==> src/rtl/counter_seq_pkg.sv <==
// Shared types and counter mode encodings for the counter sequencer.
package counter_seq_pkg;

  typedef enum logic [2:0] {
    StIdle,
    StLoad,
    StRun,
    StSettle,
    StDone
  } seq_state_e;

  localparam logic [1:0] MODO_UP    = 2'b00;
  localparam logic [1:0] MODO_DOWN  = 2'b01;
  localparam logic [1:0] MODO_DOWN3 = 2'b10;
  localparam logic [1:0] MODO_LOAD  = 2'b11;

endpackage

==> src/rtl/seq_step_counter.sv <==
// Down-counter that times the RUN phase; last_o flags the final enabled cycle.
module seq_step_counter #(
  parameter int unsigned StepW = 8
) (
  input  logic             clk_i,
  input  logic             rst_ni,
  input  logic             load_i,
  input  logic [StepW-1:0] value_i,
  input  logic             dec_i,
  output logic             last_o
);

  logic [StepW-1:0] count_q, count_d;

  always_comb begin
    count_d = count_q;
    if (load_i) begin
      count_d = value_i;
    end else if (dec_i && (count_q != '0)) begin
      count_d = count_q - StepW'(1);
    end
  end

  always_ff @(posedge clk_i or negedge rst_ni) begin
    if (!rst_ni) begin
      count_q <= '0;
    end else begin
      count_q <= count_d;
    end
  end

  assign last_o = (count_q == StepW'(1));

endmodule

==> src/rtl/counter_sequencer.sv <==
// Command-driven controller: optional preload, STEPS enabled count clocks,
// then captures final Q and RCO event count and pulses done.
module counter_sequencer
  import counter_seq_pkg::*;
#(
  parameter int unsigned Width = 16,
  parameter int unsigned StepW = 8
) (
  input  logic             clk_i,
  input  logic             rst_ni,
  input  logic             cmd_valid_i,
  output logic             cmd_ready_o,
  input  logic [1:0]       cmd_modo_i,
  input  logic             cmd_load_i,
  input  logic [Width-1:0] cmd_d_i,
  input  logic [StepW-1:0] cmd_steps_i,
  input  logic             abort_i,
  output logic             enb_o,
  output logic [1:0]       modo_o,
  output logic [Width-1:0] d_o,
  input  logic [Width-1:0] q_i,
  input  logic             rco_i,
  output logic             busy_o,
  output logic             done_o,
  output logic             aborted_o,
  output logic [Width-1:0] q_final_o,
  output logic [StepW-1:0] rco_count_o
);

  seq_state_e       state_q, state_d;
  logic [1:0]       mode_q, mode_d, modo_q, modo_d;
  logic             run_after_load_q, run_after_load_d;
  logic             enb_q, enb_d, first_q, first_d, aborted_q, aborted_d;
  logic [Width-1:0] d_q, d_d, q_final_q, q_final_d;
  logic [StepW-1:0] rco_cnt_q, rco_cnt_d;
  logic             accept, abort_ok, rco_sample, step_load, step_last;

  seq_step_counter #(
    .StepW (StepW)
  ) u_step (
    .clk_i   (clk_i),
    .rst_ni  (rst_ni),
    .load_i  (step_load),
    .value_i (cmd_steps_i),
    .dec_i   (state_q == StRun),
    .last_o  (step_last)
  );

  assign accept    = cmd_valid_i && (state_q == StIdle);
  assign step_load = accept;
  assign abort_ok  = abort_i && ((state_q == StLoad) || (state_q == StRun));

  always_comb begin
    state_d          = state_q;
    mode_d           = accept ? cmd_modo_i : mode_q;
    run_after_load_d = accept ? ((cmd_modo_i != MODO_LOAD) && (cmd_steps_i != '0))
                              : run_after_load_q;
    d_d              = accept ? cmd_d_i : d_q;
    unique case (state_q)
      StIdle: begin
        if (accept) begin
          if (cmd_load_i || (cmd_modo_i == MODO_LOAD)) state_d = StLoad;
          else if (cmd_steps_i != '0)                  state_d = StRun;
          else                                         state_d = StSettle;
        end
      end
      StLoad:   state_d = (abort_i || !run_after_load_q) ? StSettle : StRun;
      StRun:    state_d = (abort_i || step_last) ? StSettle : StRun;
      StSettle: state_d = StDone;
      StDone:   state_d = StIdle;
      default:  state_d = StIdle;
    endcase

    // Counter controls are registered from the next state so they line up with it.
    enb_d  = (state_d == StLoad) || (state_d == StRun);
    modo_d = (state_d == StLoad) ? MODO_LOAD : (state_d == StRun) ? mode_d : MODO_UP;
    first_d = (state_d == StRun) && (state_q != StRun);

    // The first RUN edge still shows pre-step Q, so it is skipped; SETTLE exit covers the last.
    rco_sample = ((state_q == StRun) && !first_q) || (state_q == StSettle);
    rco_cnt_d  = rco_cnt_q;
    if (accept) begin
      rco_cnt_d = '0;
    end else if (rco_sample && rco_i && (rco_cnt_q != '1)) begin
      rco_cnt_d = rco_cnt_q + StepW'(1);
    end

    aborted_d = accept ? 1'b0 : (aborted_q || abort_ok);
    q_final_d = (state_q == StSettle) ? q_i : q_final_q;
  end

  always_ff @(posedge clk_i or negedge rst_ni) begin
    if (!rst_ni) begin
      state_q          <= StIdle;
      mode_q           <= MODO_UP;
      run_after_load_q <= 1'b0;
      enb_q            <= 1'b0;
      modo_q           <= MODO_UP;
      d_q              <= '0;
      first_q          <= 1'b0;
      aborted_q        <= 1'b0;
      q_final_q        <= '0;
      rco_cnt_q        <= '0;
    end else begin
      state_q          <= state_d;
      mode_q           <= mode_d;
      run_after_load_q <= run_after_load_d;
      enb_q            <= enb_d;
      modo_q           <= modo_d;
      d_q              <= d_d;
      first_q          <= first_d;
      aborted_q        <= aborted_d;
      q_final_q        <= q_final_d;
      rco_cnt_q        <= rco_cnt_d;
    end
  end

  assign cmd_ready_o = (state_q == StIdle);
  assign busy_o      = (state_q != StIdle);
  assign done_o      = (state_q == StDone);
  assign enb_o       = enb_q;
  assign modo_o      = modo_q;
  assign d_o         = d_q;
  assign aborted_o   = aborted_q;
  assign q_final_o   = q_final_q;
  assign rco_count_o = rco_cnt_q;

endmodule

==> config.mk <==
export PLATFORM = sky130hd
export DESIGN_NAME = counter_sequencer
export DESIGN_NICKNAME = d
export VERILOG_FILES = /design/src/rtl/counter_seq_pkg.sv /design/src/rtl/seq_step_counter.sv /design/src/rtl/counter_sequencer.sv
export SDC_FILE = /design/constraint.sdc
export NUM_CORES = 1
export LEC_CHECK = 0
export BUFFER_PORTS_ARGS = -buffer_cell sky130_fd_sc_hd__buf_4
export CORE_ASPECT_RATIO = 0.8
export CORE_MARGIN = 1
export CORE_UTILIZATION = 40
export CTS_BUF_LIST = sky130_fd_sc_hd__clkbuf_8
export DETAILED_ROUTE_END_ITERATION = 6
export PLACE_DENSITY = 0.77
export SLEW_MARGIN = 25
export SYNTH_ARGS = -nofsm -noshare
export SYNTH_HDL_FRONTEND = slang
export SYNTH_HIERARCHICAL = 1
export SYNTH_SLANG_ARGS = --single-unit
export TNS_END_PERCENT = 10
==> constraint.sdc <==
create_clock -name clk_i -period 3.1 [get_ports clk_i]
set_input_delay 0.465 -clock clk_i [delete_from_list [all_inputs] [get_ports clk_i]]
set_output_delay 0.465 -clock clk_i [all_outputs]
set_load 0.005 [all_outputs]
# Word level (Yosys, flattened, before mapping)
# Cells that the tools add are included.
dict set report word_totals {
  romBits 0
  regBits 59
  n_memories 0
  elab_cells 61
  latch_bits 0
  ram_bits 0
}
dict set report op_classes {
  n_mux 14
  eq_ne 11
  div 0
  n_addsub 2
  shifts 0
  magnitude_cmp 0
  bitwise 0
  reduce_logical 23
  mul 0
}
# operator n
set op_table {}
lappend op_table {{8-bit two-way mux} 4}
lappend op_table {{8-bit nonzero test} 2}
lappend op_table {{3-bit case mux with 4 select lines} 1}
lappend op_table {{3-bit by 2-bit == test with 1-bit output, second input constant} 3}
lappend op_table {{8-bit by 1-bit adder with 8-bit output, second input constant} 1}
lappend op_table {{8-bit by 1-bit == test with 1-bit output, second input constant} 1}
lappend op_table {{1-bit logical AND} 8}
lappend op_table {{2-bit two-way mux} 4}
lappend op_table {{8-bit != test, second input constant} 1}
lappend op_table {{8-bit by 1-bit subtractor with 8-bit output, second input constant} 1}
lappend op_table {{1-bit logical OR} 7}
lappend op_table {{3-bit by 1-bit == test with 1-bit output, second input constant} 2}
lappend op_table {{1-bit two-way mux} 4}
lappend op_table {{2-bit nonzero test} 2}
lappend op_table {{3-bit == test, second input constant} 1}
lappend op_table {{3-bit logical NOT} 1}
lappend op_table {{3-bit two-way mux} 1}
lappend op_table {{3-bit by 2-bit != test with 1-bit output, second input constant} 1}
lappend op_table {{3-bit nonzero test} 1}
lappend op_table {{2-bit == test, second input constant} 1}
lappend op_table {{1-bit logical NOT} 2}
lappend op_table {{2-bit != test, second input constant} 1}

# Depth between registers and ports, before layout
dict set report depth {
  ltp_word 8
  ltp_mapped 9
  depth_no_buf 8
}

# By module
# The synthesis kept the hierarchy.
# module cells_per_inst seq_area_each_um2 area_each_um2 instances
set by_module_without_submodules {}
lappend by_module_without_submodules {counter_sequencer 205 1276.2 2187.1 1}
lappend by_module_without_submodules {seq_step_counter 64 200.2 574.3 1}

# Least setup slack after synthesis
# Ideal clock, no wire load.
dict set report synth_path {
  path_type {reg-to-reg}
  start {register state_q[2]}
  end {register u_step.count_q[7]}
  path_stages_with_launch 6
  setup_ns 0.082
  synth_period_minus_slack_ns 2.194
  arrival_ns 2.112
  path_slack_ns 0.906
  path_buffers 0
  cell_sequence {dfrtp_1 and2b_2 nor2b_1 or4b_2 or4_1 a31oi_1}
}
dict set report synth_via {
  elab_chain_cells 3
  word_cells_on_any_way 6
}
# element line
set synth_lines {}
lappend synth_lines {{start, declared} counter_sequencer.sv:30} ;# seq_state_e state_q, state_d;
lappend synth_lines {{start signal, assigned} counter_sequencer.sv:94} ;# state_q <= StIdle;
lappend synth_lines {{start signal, assigned} counter_sequencer.sv:105} ;# state_q <= state_d;
lappend synth_lines {{3-bit by 2-bit == test with 1-bit output / 3-bit logical NOT (equally long branches)} {counter_sequencer.sv:45, counter_sequencer.sv:49}}
lappend synth_lines {{1-bit logical AND (on tied branches)} {seq_step_counter.sv:19, counter_sequencer.sv:49}}
lappend synth_lines {{2-bit nonzero test (no line) / 8-bit two-way mux (equally long branches)} -}
lappend synth_lines {{end signal, assigned} seq_step_counter.sv:28} ;# count_q <= count_d;
lappend synth_lines {{end, declared} seq_step_counter.sv:13} ;# logic [StepW-1:0] count_q, count_d;
# Parallel ways exist; a longest one is shown, timed or not.
# A chain may end at the register's enable or synchronous reset.

# Worst setup path after layout
# Ends and elaborated chain as after synthesis.

==> results.toml <==
[worst_setup_path]
worstSetupStartpointType = "flop"
path_class = "flop to flop"
required_ps = 3350
worstSetupEndpointType = "flop"
crit_path_max_fanout = 9
timing.critical_path.arrival_ps = 2750

[pwr]
net-switching-power_mw = 1.24
power.leakage_nw = 1.81
power.density_mw_per_mm2 = 936
pwr-share-comb = 0.425
power.switching_fraction = 0.358
vdd_ir_drop_max_uv = 472
power_frac_clock = 0.180
power_report.internal_total_mw = 2.23
sequentialPowerShare = 0.395

[detailed_routing]
routed_wirelength_um = 6320
detailedRoute.firstIterationViolations = 162
drt_wl_cell_um = 13.8
vias_per_cell = 5.25
drt_first_pass_iters = 4
postRouteAntennaNets = 0
detailroute.via_count = 2398
route.detailed.drc = 0

[yosys]
synth_cells = 269
synth-edff-count = 0
yosys.area.top_type = "dfrtp_1"
yosysMostFrequentCell = "nand2_1"
syn_nets = 321
synth.area.top_cells = "dfrtp_1 (53%), nand2_1 (9.2%), mux2_2 (6.5%), a21oi_1 (2.2%), o211ai_1 (1.9%)"
synthesis.area_per_instance_um2 = 10.3
synthesis.yosys.warnings = 6
post_synth_num_cell_types = 48
dominantRegCellSynth = "dfrtp_1"
synth_commonest_cells = "nand2_1 (68), dfrtp_1 (59), mux2_2 (16), a21oi_1 (12), inv_1 (12)"
synth_top_cell_area_share = 0.535
postSynth.asyncResetShare = 1.00
synthesis.area_mm2 = 0.00276
ys_seq_elements = 59
yosysSeqAreaShare = 0.535

[cells_and_area]
utilization = 0.567
drive_above_1_share = 0.373
final_nets = 420
flow.area_growth_from_synthesis_pct = 34.3
num_antenna_cells = 0

[floorplan]
fp.coreArea_mm2 = 0.00654
die_w_um = 94.9
initial_cell_density_of_the_core = 0.422
ioPinCount = 95
dieHeight_um = 76.3
number_of_rows_in_the_core_area = 26
dieArea_mm2 = 0.00724

[timing]
slew_violations = 0
final_min_period_over_clock_period = 0.808
max-slew-margin-rel = 0.506
maxClockFrequency_mhz = 399
tns_ps = 0
tightest_slew_ps = 741
finalHoldViolations = 0
setup_viol = 0
timing.final.crit_period_ps = 2500
setup_repair_after_global_routing_missed_its_margin = "false"
fin_worst_skew_ps = 9.53

[clock_network]
numCtsBuffers = 9
ctsRootBufferMaster = "clkbuf_8"
clk-insertion-delay-late_ps = 340
post_cts_gate_resize_count = 0
clk_pin_slew_ps = 70
cts_sinks = 59
cts_tree = "yes"
cts_max_level = 3
cts_hold_repair.buffers = 0
post-cts-setup-buffer-count = 0
ctsLongestPathBuffers = 2

[grt]
grt_pass1_wl_um = 10800
antenna_found_initial = 0
gr_ovfl_total = 0
grt_pass1_vias = 2426
grt.total_usage = 0.193
largest_net_degree_at_the_start_of_global_routing = 60

[place]
final_wtd_congestion = 0.838
io_buffers = 94
detailed_place_hpwl_um = 4590

[run]
max-cap-violations = 0

[hold_path]
hold_path_class = "input port to asynchronous set/reset pin"

[outcome]
run_status = "complete, no violations"
worst paths after layout:
kind                            start                end  slack (ps)  depth (start not counted)
max                        state_q[2]  u_step/count_q[7]         600                          5
min                            rst_ni      q_final_o[12]         190                          1
max reg2reg                state_q[2]  u_step/count_q[7]         600                          5
min reg2reg                    d_o[4]             d_o[4]         480                          2
max in group asynchronous      rst_ni          modo_o[1]        2410                          1
min in group clk_i         cmd_d_i[4]             d_o[4]         320                          3
layer usage:
metal / part of all wire / GRT usage
met1: 0.44 / 0.237
met2: 0.46 / 0.302
met3: 0.089 / 0.0858
met4: 0.015 / 0.0591
met5: 0 / 0
state kept, by name, indices dropped and copies added, names as in the netlist:
signal,flops
aborted_o,1
d_o,16
enb_o,1
first_q,1
mode_q,2
modo_o,2
q_final_o,16
rco_count_o,8
run_after_load_q,1
state_q,3
u_step/count_q,8
worst max-delay path: stages (launching register included):
cell and delay [ps]:
dfrtp_1 410, and2b_2 280, nor2b_1 460, or4b_2 640, or4_1 420, a31oi_1 200
layout make-up:
cell class / instances / area (um2)
clock buffers: 11 / 151
clock inverters: 5 / 27.5
fillers: 587 / 2830
inverters: 13 / 48.8
multi-input cells: 188 / 1170
flip-flops and latches: 59 / 1480
well taps: 84 / 105
repair buffers: 97 / 728
layout by cell type (no fill, tap or decap), types with 3 or more instances in the layout:
| master | netlist | layout |
|---|---|---|
| nand2b_1 | 3 | 3 |
| clkbuf_8 | 0 | 11 |
| nor2_1 | 7 | 7 |
| dfrtp_1 | 59 | 59 |
| a2111o_1 | 3 | 3 |
| o211ai_1 | 7 | 7 |
| nand2_1 | 68 | 68 |
| nand3_1 | 3 | 3 |
| o21ai_0 | 7 | 7 |
| a21oi_1 | 12 | 12 |
| or4_1 | 3 | 3 |
| buf_4 | 2 | 97 |
| ha_1 | 4 | 4 |
| nor4_1 | 3 | 3 |
| a31oi_1 | 3 | 3 |
| mux2i_1 | 5 | 5 |
| mux2_2 | 16 | 16 |
| clkinv_2 | 0 | 4 |
| nor3_1 | 9 | 9 |
| inv_1 | 12 | 12 |
stage by stage:
stage / hold slack (ps) / instances / area (um2) / worst slack, ps / power [mW]
6_report: 187 / 457 / 3710 / 596 / 3.47
5_1_grt: 255 / 457 / 3710 / 444 / 3.76
4_1_cts: 215 / 457 / 3710 / 603 / 3.51
3_5_place_dp: 470 / 441 / 3530 / 640 / 2.86
3_3_place_gp: 460 / 441 / 3530 / 757 / 2.81
2_1_floorplan: 169 / 269 / 2760 / 906 / 2.22
power by group through the flow:
stage,Sequential [mW],Combinational [mW],Clock [mW]
final,1.37,1.48,0.625
after global routing,1.42,1.67,0.680
after detailed placement,1.38,1.49,0
after global placement,1.36,1.45,0
after CTS,1.37,1.49,0.647
after floorplan,1.34,0.873,0
kinds of logic after synthesis:
| kind of cell | Yosys count | synth area share |
|---|---|---|
| and+or+nand+nor | 116 | 0.204 |
| DFF | 59 | 0.535 |
| AOI/OAI and AO/OA | 46 | 0.115 |
| buffers and inverters | 22 | 0.0412 |
| muxes | 21 | 0.0834 |
| adders and majority gates | 4 | 0.0181 |
| xor gates and xnor gates | 1 | 0.00317 |
Note: power is estimated with default switching activity, not from simulation.
